<file path="config.mk">
export PLATFORM = sky130hd
export DESIGN_NAME = seq_stage_controller_flat
export DESIGN_NICKNAME = d
export VERILOG_FILES = /design/src/rtl/y86_pkg.sv /design/src/rtl/seq_stage_controller_if.sv /design/src/rtl/mem_wait_timer.sv /design/src/rtl/seq_stage_controller.sv /design/src/flat_wrapper.sv
export SDC_FILE = /design/constraint.sdc
export NUM_CORES = 1
export LEC_CHECK = 0
export CAP_MARGIN = 20
export CORE_ASPECT_RATIO = 1.2
export CORE_MARGIN = 5
export CORE_UTILIZATION = 42
export CTS_BUF_LIST = sky130_fd_sc_hd__clkbuf_4
export DETAILED_ROUTE_END_ITERATION = 12
export PLACE_DENSITY = 0.76
export SLEW_MARGIN = 20
export SYNTH_ARGS = -nofsm -noshare
export SYNTH_HDL_FRONTEND = slang
export SYNTH_SLANG_ARGS = --single-unit
export TNS_END_PERCENT = 100
</file>
<file path="constraint.sdc">
create_clock -name clk -period 2.3 [get_ports clk]
set_input_delay 0.46 -clock clk [delete_from_list [all_inputs] [get_ports clk]]
set_output_delay 0.46 -clock clk [all_outputs]
set_load 0.01 [all_outputs]
</file>
<file path="src/rtl/y86_pkg.sv">
// Shared definitions for the sequential Y86-64 core:
// icodes, status codes and the stage-state encoding.
package y86_pkg;

   localparam logic [3:0] HALT   = 4'd0;
   localparam logic [3:0] NOP    = 4'd1;
   localparam logic [3:0] CMOVXX = 4'd2;
   localparam logic [3:0] IRMOVQ = 4'd3;
   localparam logic [3:0] RMMOVQ = 4'd4;
   localparam logic [3:0] MRMOVQ = 4'd5;
   localparam logic [3:0] OPQ    = 4'd6;
   localparam logic [3:0] JXX    = 4'd7;
   localparam logic [3:0] CALL   = 4'd8;
   localparam logic [3:0] RET    = 4'd9;
   localparam logic [3:0] PUSHQ  = 4'd10;
   localparam logic [3:0] POPQ   = 4'd11;

   localparam logic [2:0] STAT_AOK = 3'd1;
   localparam logic [2:0] STAT_HLT = 3'd2;
   localparam logic [2:0] STAT_ADR = 3'd3;
   localparam logic [2:0] STAT_INS = 3'd4;

   typedef enum logic [2:0] {
      S_IDLE,
      S_FETCH,
      S_DECODE,
      S_EXECUTE,
      S_MEMORY,
      S_WRITEBACK,
      S_PCUPDATE,
      S_HALTED
   } stage_e;

   function automatic logic is_mem_icode(input logic [3:0] ic);
      return ic inside {RMMOVQ, MRMOVQ, CALL, RET, PUSHQ, POPQ};
   endfunction

endpackage

</file>
<file path="src/rtl/seq_stage_controller_if.sv">
// Control bundle between the sequencer and the
// fetch/memory side of the datapath.
interface seq_stage_controller_if;

   logic        start;
   logic [3:0]  icode;
   logic        instr_valid;
   logic        imem_error;
   logic        mem_ready;
   logic        dmem_error;
   logic        fetch_en;
   logic        decode_en;
   logic        execute_en;
   logic        memory_en;
   logic        writeback_en;
   logic        pc_update_en;
   logic [2:0]  stat;
   logic        running;
   logic [31:0] instr_count;

   modport master (
      input  start, icode, instr_valid, imem_error,
      input  mem_ready, dmem_error,
      output fetch_en, decode_en, execute_en,
      output memory_en, writeback_en, pc_update_en,
      output stat, running, instr_count
   );

   modport slave (
      output start, icode, instr_valid, imem_error,
      output mem_ready, dmem_error,
      input  fetch_en, decode_en, execute_en,
      input  memory_en, writeback_en, pc_update_en,
      input  stat, running, instr_count
   );

endinterface

</file>
<file path="src/rtl/mem_wait_timer.sv">
// Counts MEMORY stall cycles; timeout_o flags that one
// more stall reaches STALL_MAX.
module mem_wait_timer #(
   parameter int unsigned STALL_MAX = 15
) (
   input  logic clk,
   input  logic rst,
   input  logic clr_i,
   input  logic stall_i,
   output logic timeout_o
);

   localparam logic [7:0] LIM = 8'(STALL_MAX - 1);

   logic [7:0] cnt_q;
   logic [7:0] cnt_d;

   always_comb begin
      cnt_d = cnt_q;
      if (clr_i)
         cnt_d = 8'd0;
      else if (stall_i)
         cnt_d = cnt_q + 8'd1;
   end

   always_ff @(posedge clk) begin
      if (rst)
         cnt_q <= 8'd0;
      else
         cnt_q <= cnt_d;
   end

   assign timeout_o = (cnt_q == LIM);

endmodule

</file>
<file path="src/rtl/seq_stage_controller.sv">
// One-instruction-at-a-time stage sequencer with
// halt/status tracking and retired-instruction count.
module seq_stage_controller
   import y86_pkg::*;
#(
   parameter int unsigned STALL_MAX = 15
) (
   input  logic                  clk,
   input  logic                  rst,
   seq_stage_controller_if.master bus
);

   stage_e      state_q, state_d;
   logic [2:0]  stat_q, stat_d;
   logic [31:0] cnt_q, cnt_d;
   logic        tmr_clr;
   logic        tmr_stall;
   logic        tmr_timeout;

   mem_wait_timer #(.STALL_MAX(STALL_MAX)) u_timer (
      .clk       (clk),
      .rst       (rst),
      .clr_i     (tmr_clr),
      .stall_i   (tmr_stall),
      .timeout_o (tmr_timeout)
   );

   always_comb begin
      state_d   = state_q;
      stat_d    = stat_q;
      cnt_d     = cnt_q;
      tmr_clr   = 1'b0;
      tmr_stall = 1'b0;
      unique case (state_q)
         S_IDLE:      if (bus.start) state_d = S_FETCH;
         S_FETCH:     state_d = S_DECODE;
         S_DECODE: begin
            if (bus.imem_error) begin
               state_d = S_HALTED;
               stat_d  = STAT_ADR;
            end else if (!bus.instr_valid) begin
               state_d = S_HALTED;
               stat_d  = STAT_INS;
            end else if (bus.icode == HALT) begin
               state_d = S_HALTED;
               stat_d  = STAT_HLT;
            end else begin
               state_d = S_EXECUTE;
            end
         end
         S_EXECUTE: begin
            state_d = S_MEMORY;
            tmr_clr = 1'b1;
         end
         S_MEMORY: begin
            if (!is_mem_icode(bus.icode)) begin
               state_d = S_WRITEBACK;
            end else if (bus.dmem_error) begin
               state_d = S_HALTED;
               stat_d  = STAT_ADR;
            end else if (bus.mem_ready) begin
               state_d = S_WRITEBACK;
            end else begin
               tmr_stall = 1'b1;
               if (tmr_timeout) begin
                  state_d = S_HALTED;
                  stat_d  = STAT_ADR;
               end
            end
         end
         S_WRITEBACK: state_d = S_PCUPDATE;
         S_PCUPDATE: begin
            state_d = S_FETCH;
            cnt_d   = cnt_q + 32'd1;
         end
         S_HALTED:    state_d = S_HALTED;
         default:     state_d = S_IDLE;
      endcase
   end

   always_ff @(posedge clk) begin
      if (rst) begin
         state_q <= S_IDLE;
         stat_q  <= STAT_AOK;
         cnt_q   <= 32'd0;
      end else begin
         state_q <= state_d;
         stat_q  <= stat_d;
         cnt_q   <= cnt_d;
      end
   end

   assign bus.fetch_en     = (state_q == S_FETCH);
   assign bus.decode_en    = (state_q == S_DECODE);
   assign bus.execute_en   = (state_q == S_EXECUTE);
   assign bus.memory_en    = (state_q == S_MEMORY);
   assign bus.writeback_en = (state_q == S_WRITEBACK);
   assign bus.pc_update_en = (state_q == S_PCUPDATE);
   assign bus.running      = (state_q != S_IDLE) &&
                             (state_q != S_HALTED);
   assign bus.stat         = stat_q;
   assign bus.instr_count  = cnt_q;

endmodule

</file>
<file path="src/flat_wrapper.sv">
// flat-port wrapper written by rule: the top's interface ports become plain ports
module seq_stage_controller_flat import y86_pkg::*;
#(
   parameter int unsigned STALL_MAX = 15
)
  (clk, rst, bus_start, bus_icode, bus_instr_valid, bus_imem_error, bus_mem_ready, bus_dmem_error, bus_fetch_en, bus_decode_en, bus_execute_en, bus_memory_en, bus_writeback_en, bus_pc_update_en, bus_stat, bus_running, bus_instr_count);
  seq_stage_controller_if bus_i ();
  input  logic clk;
  input  logic rst;
  input wire logic [$bits(bus_i.start)-1:0] bus_start;
  input wire logic [$bits(bus_i.icode)-1:0] bus_icode;
  input wire logic [$bits(bus_i.instr_valid)-1:0] bus_instr_valid;
  input wire logic [$bits(bus_i.imem_error)-1:0] bus_imem_error;
  input wire logic [$bits(bus_i.mem_ready)-1:0] bus_mem_ready;
  input wire logic [$bits(bus_i.dmem_error)-1:0] bus_dmem_error;
  output wire logic [$bits(bus_i.fetch_en)-1:0] bus_fetch_en;
  output wire logic [$bits(bus_i.decode_en)-1:0] bus_decode_en;
  output wire logic [$bits(bus_i.execute_en)-1:0] bus_execute_en;
  output wire logic [$bits(bus_i.memory_en)-1:0] bus_memory_en;
  output wire logic [$bits(bus_i.writeback_en)-1:0] bus_writeback_en;
  output wire logic [$bits(bus_i.pc_update_en)-1:0] bus_pc_update_en;
  output wire logic [$bits(bus_i.stat)-1:0] bus_stat;
  output wire logic [$bits(bus_i.running)-1:0] bus_running;
  output wire logic [$bits(bus_i.instr_count)-1:0] bus_instr_count;
  assign bus_i.start = bus_start;
  assign bus_i.icode = bus_icode;
  assign bus_i.instr_valid = bus_instr_valid;
  assign bus_i.imem_error = bus_imem_error;
  assign bus_i.mem_ready = bus_mem_ready;
  assign bus_i.dmem_error = bus_dmem_error;
  assign bus_fetch_en = bus_i.fetch_en;
  assign bus_decode_en = bus_i.decode_en;
  assign bus_execute_en = bus_i.execute_en;
  assign bus_memory_en = bus_i.memory_en;
  assign bus_writeback_en = bus_i.writeback_en;
  assign bus_pc_update_en = bus_i.pc_update_en;
  assign bus_stat = bus_i.stat;
  assign bus_running = bus_i.running;
  assign bus_instr_count = bus_i.instr_count;
  seq_stage_controller #(.STALL_MAX(STALL_MAX)) u_core (.clk(clk), .rst(rst), .bus(bus_i));
endmodule
</file>
==> flow_summary.rst <==
.. list-table::
   :header-rows: 1

   * - Metric
     - Value
   * - Result of the run
     - finished, final reports clean
   * - Maximum fanout count along the critical path
     - 6
   * - Number of hold violations in the final report
     - 0
   * - DP Wirelength
     - between 3000 and 4000 um
   * - Share of layout cells above drive strength 1
     - roughly 9%
   * - Maximum clock frequency
     - 473 MHz
   * - Final period util
     - 91.8%
   * - Combined global-route utilization of all metal layers
     - 15.3%
   * - Count of yosys warnings during synthesis
     - 0
   * - Peak VDD IR
     - 378 uV
   * - Count of boundary I/O pins
     - 53
   * - Flops & latches, synth
     - 46
   * - Total standard cell area after synthesis
     - approximately 2200 um^2
   * - RD Place Congestion
     - 0.806
   * - Category of the most critical setup path
     - register to primary output
   * - Setup crit end kind
     - primary output
   * - Number of levels the H-tree was split into
     - 2
   * - Syn_nets
     - about 280
   * - Sequential share of the synthesized area
     - about 41%
   * - Worst R2R Path Depth
     - 5
   * - Mean cell area of the mapped netlist
     - about 8.5 um^2
   * - Distinct cells, synth
     - 37
   * - Data required time at the worst endpoint
     - roughly 1800 ps
   * - Maximum buffer depth of the clock tree
     - 2
   * - Cells after synthesis
     - 261
   * - Worst Hold Path Cells
     - 2
   * - Die area
     - just under 7000 um^2
   * - Initial Util
     - between 40% and 50%
   * - First-pass GRT wire length
     - around 8700 um
   * - Clock network latency to the later pin of the worst-skew pair
     - about 350 ps
   * - Total number of placement rows
     - 29
   * - IO Port Bufs
     - between 50 and 60
   * - Leakage power of the design
     - between 1 and 1.5 nW
   * - Transition time at the pin with the least slew margin
     - ~530 ps
   * - Total global routing overflow
     - 0
   * - Clock skew after layout
     - 4.63 ps
   * - Sum of negative setup slack
     - 0 ps
   * - Prevailing post-synth register cell
     - sky130_fd_sc_hd__dfxtp_1
   * - Number of buffers created by CTS
     - 5
   * - Floorplan Core Area
     - roughly 5200 um^2
   * - Antenna cells
     - 0
   * - Library cell used as clock root buffer
     - sky130_fd_sc_hd__clkbuf_4
   * - Detailed-route wire length per cell
     - ~14 um
   * - Total wire length
     - between 5000 and 6000 um
   * - Number of clock sinks
     - 46
   * - Period minus WS final
     - approximately 2100 ps
   * - MaxCap Viol Count
     - 0
   * - Final setup violation count
     - 0
   * - Number of global-route vias before repair
     - 1920
   * - Syn-to-layout area delta
     - 32.8%
   * - Clock slew at the register clock pins of the worst setup and hold paths
     - around 130 ps
   * - Count of pins over their slew limit
     - 0
   * - Worst hold slack
     - 493 ps
   * - Worst relative slew slack
     - between 60% and 70%
   * - Most used cells in the layout excluding fill and tap cells
     - sky130_fd_sc_hd__clkdlybuf4s50_1, sky130_fd_sc_hd__nor2_1, sky130_fd_sc_hd__dfxtp_1
   * - DRT iter0 DRCs
     - between 80 and 90
   * - CP Launch Type
     - register
   * - Number of vias in the routed layout
     - roughly 2000
   * - CTS tree
     - done
   * - Fraction of registers with async set or reset after synthesis
     - 0%
   * - Antenna violation net count after detailed routing
     - 0
   * - Final critical-path setup slack
     - about 190 ps
   * - Worst path arrival time
     - ~1700 ps
   * - Pre-CTS WS
     - -9.82 ps
   * - Maximum number of pins on one net before global-route repair
     - 32
   * - Antenna violations before repair
     - 0
   * - Setup repair after global routing missed its margin
     - false
   * - Drc violations
     - 0
   * - Detailed-router iteration count before antenna repair
     - 4
   * - Most common cell after layout, fill and taps aside
     - sky130_fd_sc_hd__clkdlybuf4s50_1
   * - Buffer count from post-CTS setup fixing
     - 0
   * - Die extent in y
     - between 80 and 90 um
   * - Count of flip-flops with a built-in enable after synthesis
     - 0
   * - Average via count per standard cell
     - between 5 and 6
   * - Pwr per Cell Area
     - approximately 600 nW/um^2
   * - Class of the most critical hold timing path
     - register to register
   * - Net total in the final layout
     - 332
   * - Chip Width
     - about 76 um
[routing by layer]
metal | global-route usage (%) | share of wire (%)
met3 | 3.09 | 4.7
met5 | 0 | 0
met2 | 29.4 | 53
met4 | 5.88 | 1.3
met1 | 16.7 | 41
[through the flow]
step / cells / utilization, % / power [mW] / cell area (um^2)
after floorplan: 261 / - / 1.05 / 2220
after global placement: 373 / 54.2 / 1.19 / 2830
after detailed placement: 373 / 54.2 / 1.19 / 2830
after CTS: 381 / 56.2 / 1.79 / 2940
after global routing: 381 / 56.4 / 1.87 / 2950
final: 381 / 56.4 / 1.78 / 2950
[cell type report]
class                   instances  area (um^2)
clock buffers                   5         37.5
clock inverters                 3         63.8
fillers                       499         2280
inverters                       8         30.0
multi-input cells             197         1230
flip-flops and latches         46          925
well taps                      62         77.6
repair buffers                 60          584
[final timing paths]
path / slack [ps] / startpoint / to
max: 190 / u_core.state_q[2]$_SDFFE_PP0P_ / bus_decode_en
min: 490 / u_core.bus.instr_count[31]$_SDFFE_PP0P_ / u_core.bus.instr_count[31]$_SDFFE_PP0P_
max reg2reg: 500 / u_core.bus.instr_count[3]$_SDFFE_PP0P_ / u_core.bus.instr_count[25]$_SDFFE_PP0P_
min reg2reg: 490 / u_core.bus.instr_count[31]$_SDFFE_PP0P_ / u_core.bus.instr_count[31]$_SDFFE_PP0P_
[registers in the layout, indices dropped and copies added, names as in the netlist]
signal and count:
u_core.bus.instr_count 32, u_core.bus.stat 3, u_core.state_q 3, u_core.u_timer.cnt_q 8
[Yosys cell counts, drive strengths merged (7+ instances only)]
cell	instances	area, um^2
a21oi	8	40.0
xnor2	17	149
dfxtp	46	921
xor2	18	158
nor4	7	43.8
nand3	13	65.1
nand4	12	75.1
nor2	44	165
and2	7	45.1
nand2	17	63.8
and3	12	76.3
inv	8	30.0
[report_power, final]
group	internal, mW	leakage, nW	switching (mW)
registers	0.826	0.372	0.0402
logic	0.166	0.661	0.149
clock network	0.335	0.0528	0.259
[what timing repair did]
action | CTS | global route
gates resized for setup | 4 | 3
hold buffers | 0 | 0
endpoints found under the setup margin | 4 | 3
[kinds of logic after synthesis]
logic type	share of synthesized area [%]
simple gates	31.8
buf+inv	3.38
xor+xnor	13.8
compound gates	7.33
flops	41.5
fa+ha+maj	1.69
mux	0.451
[critical path, stage by stage (launching register included)]
cell and delay (ps):
sky130_fd_sc_hd__dfxtp_2 370, sky130_fd_sc_hd__buf_4 150, sky130_fd_sc_hd__nor3_2 210, sky130_fd_sc_hd__clkdlybuf4s50_1 570
(Power assumes the default switching activity.)
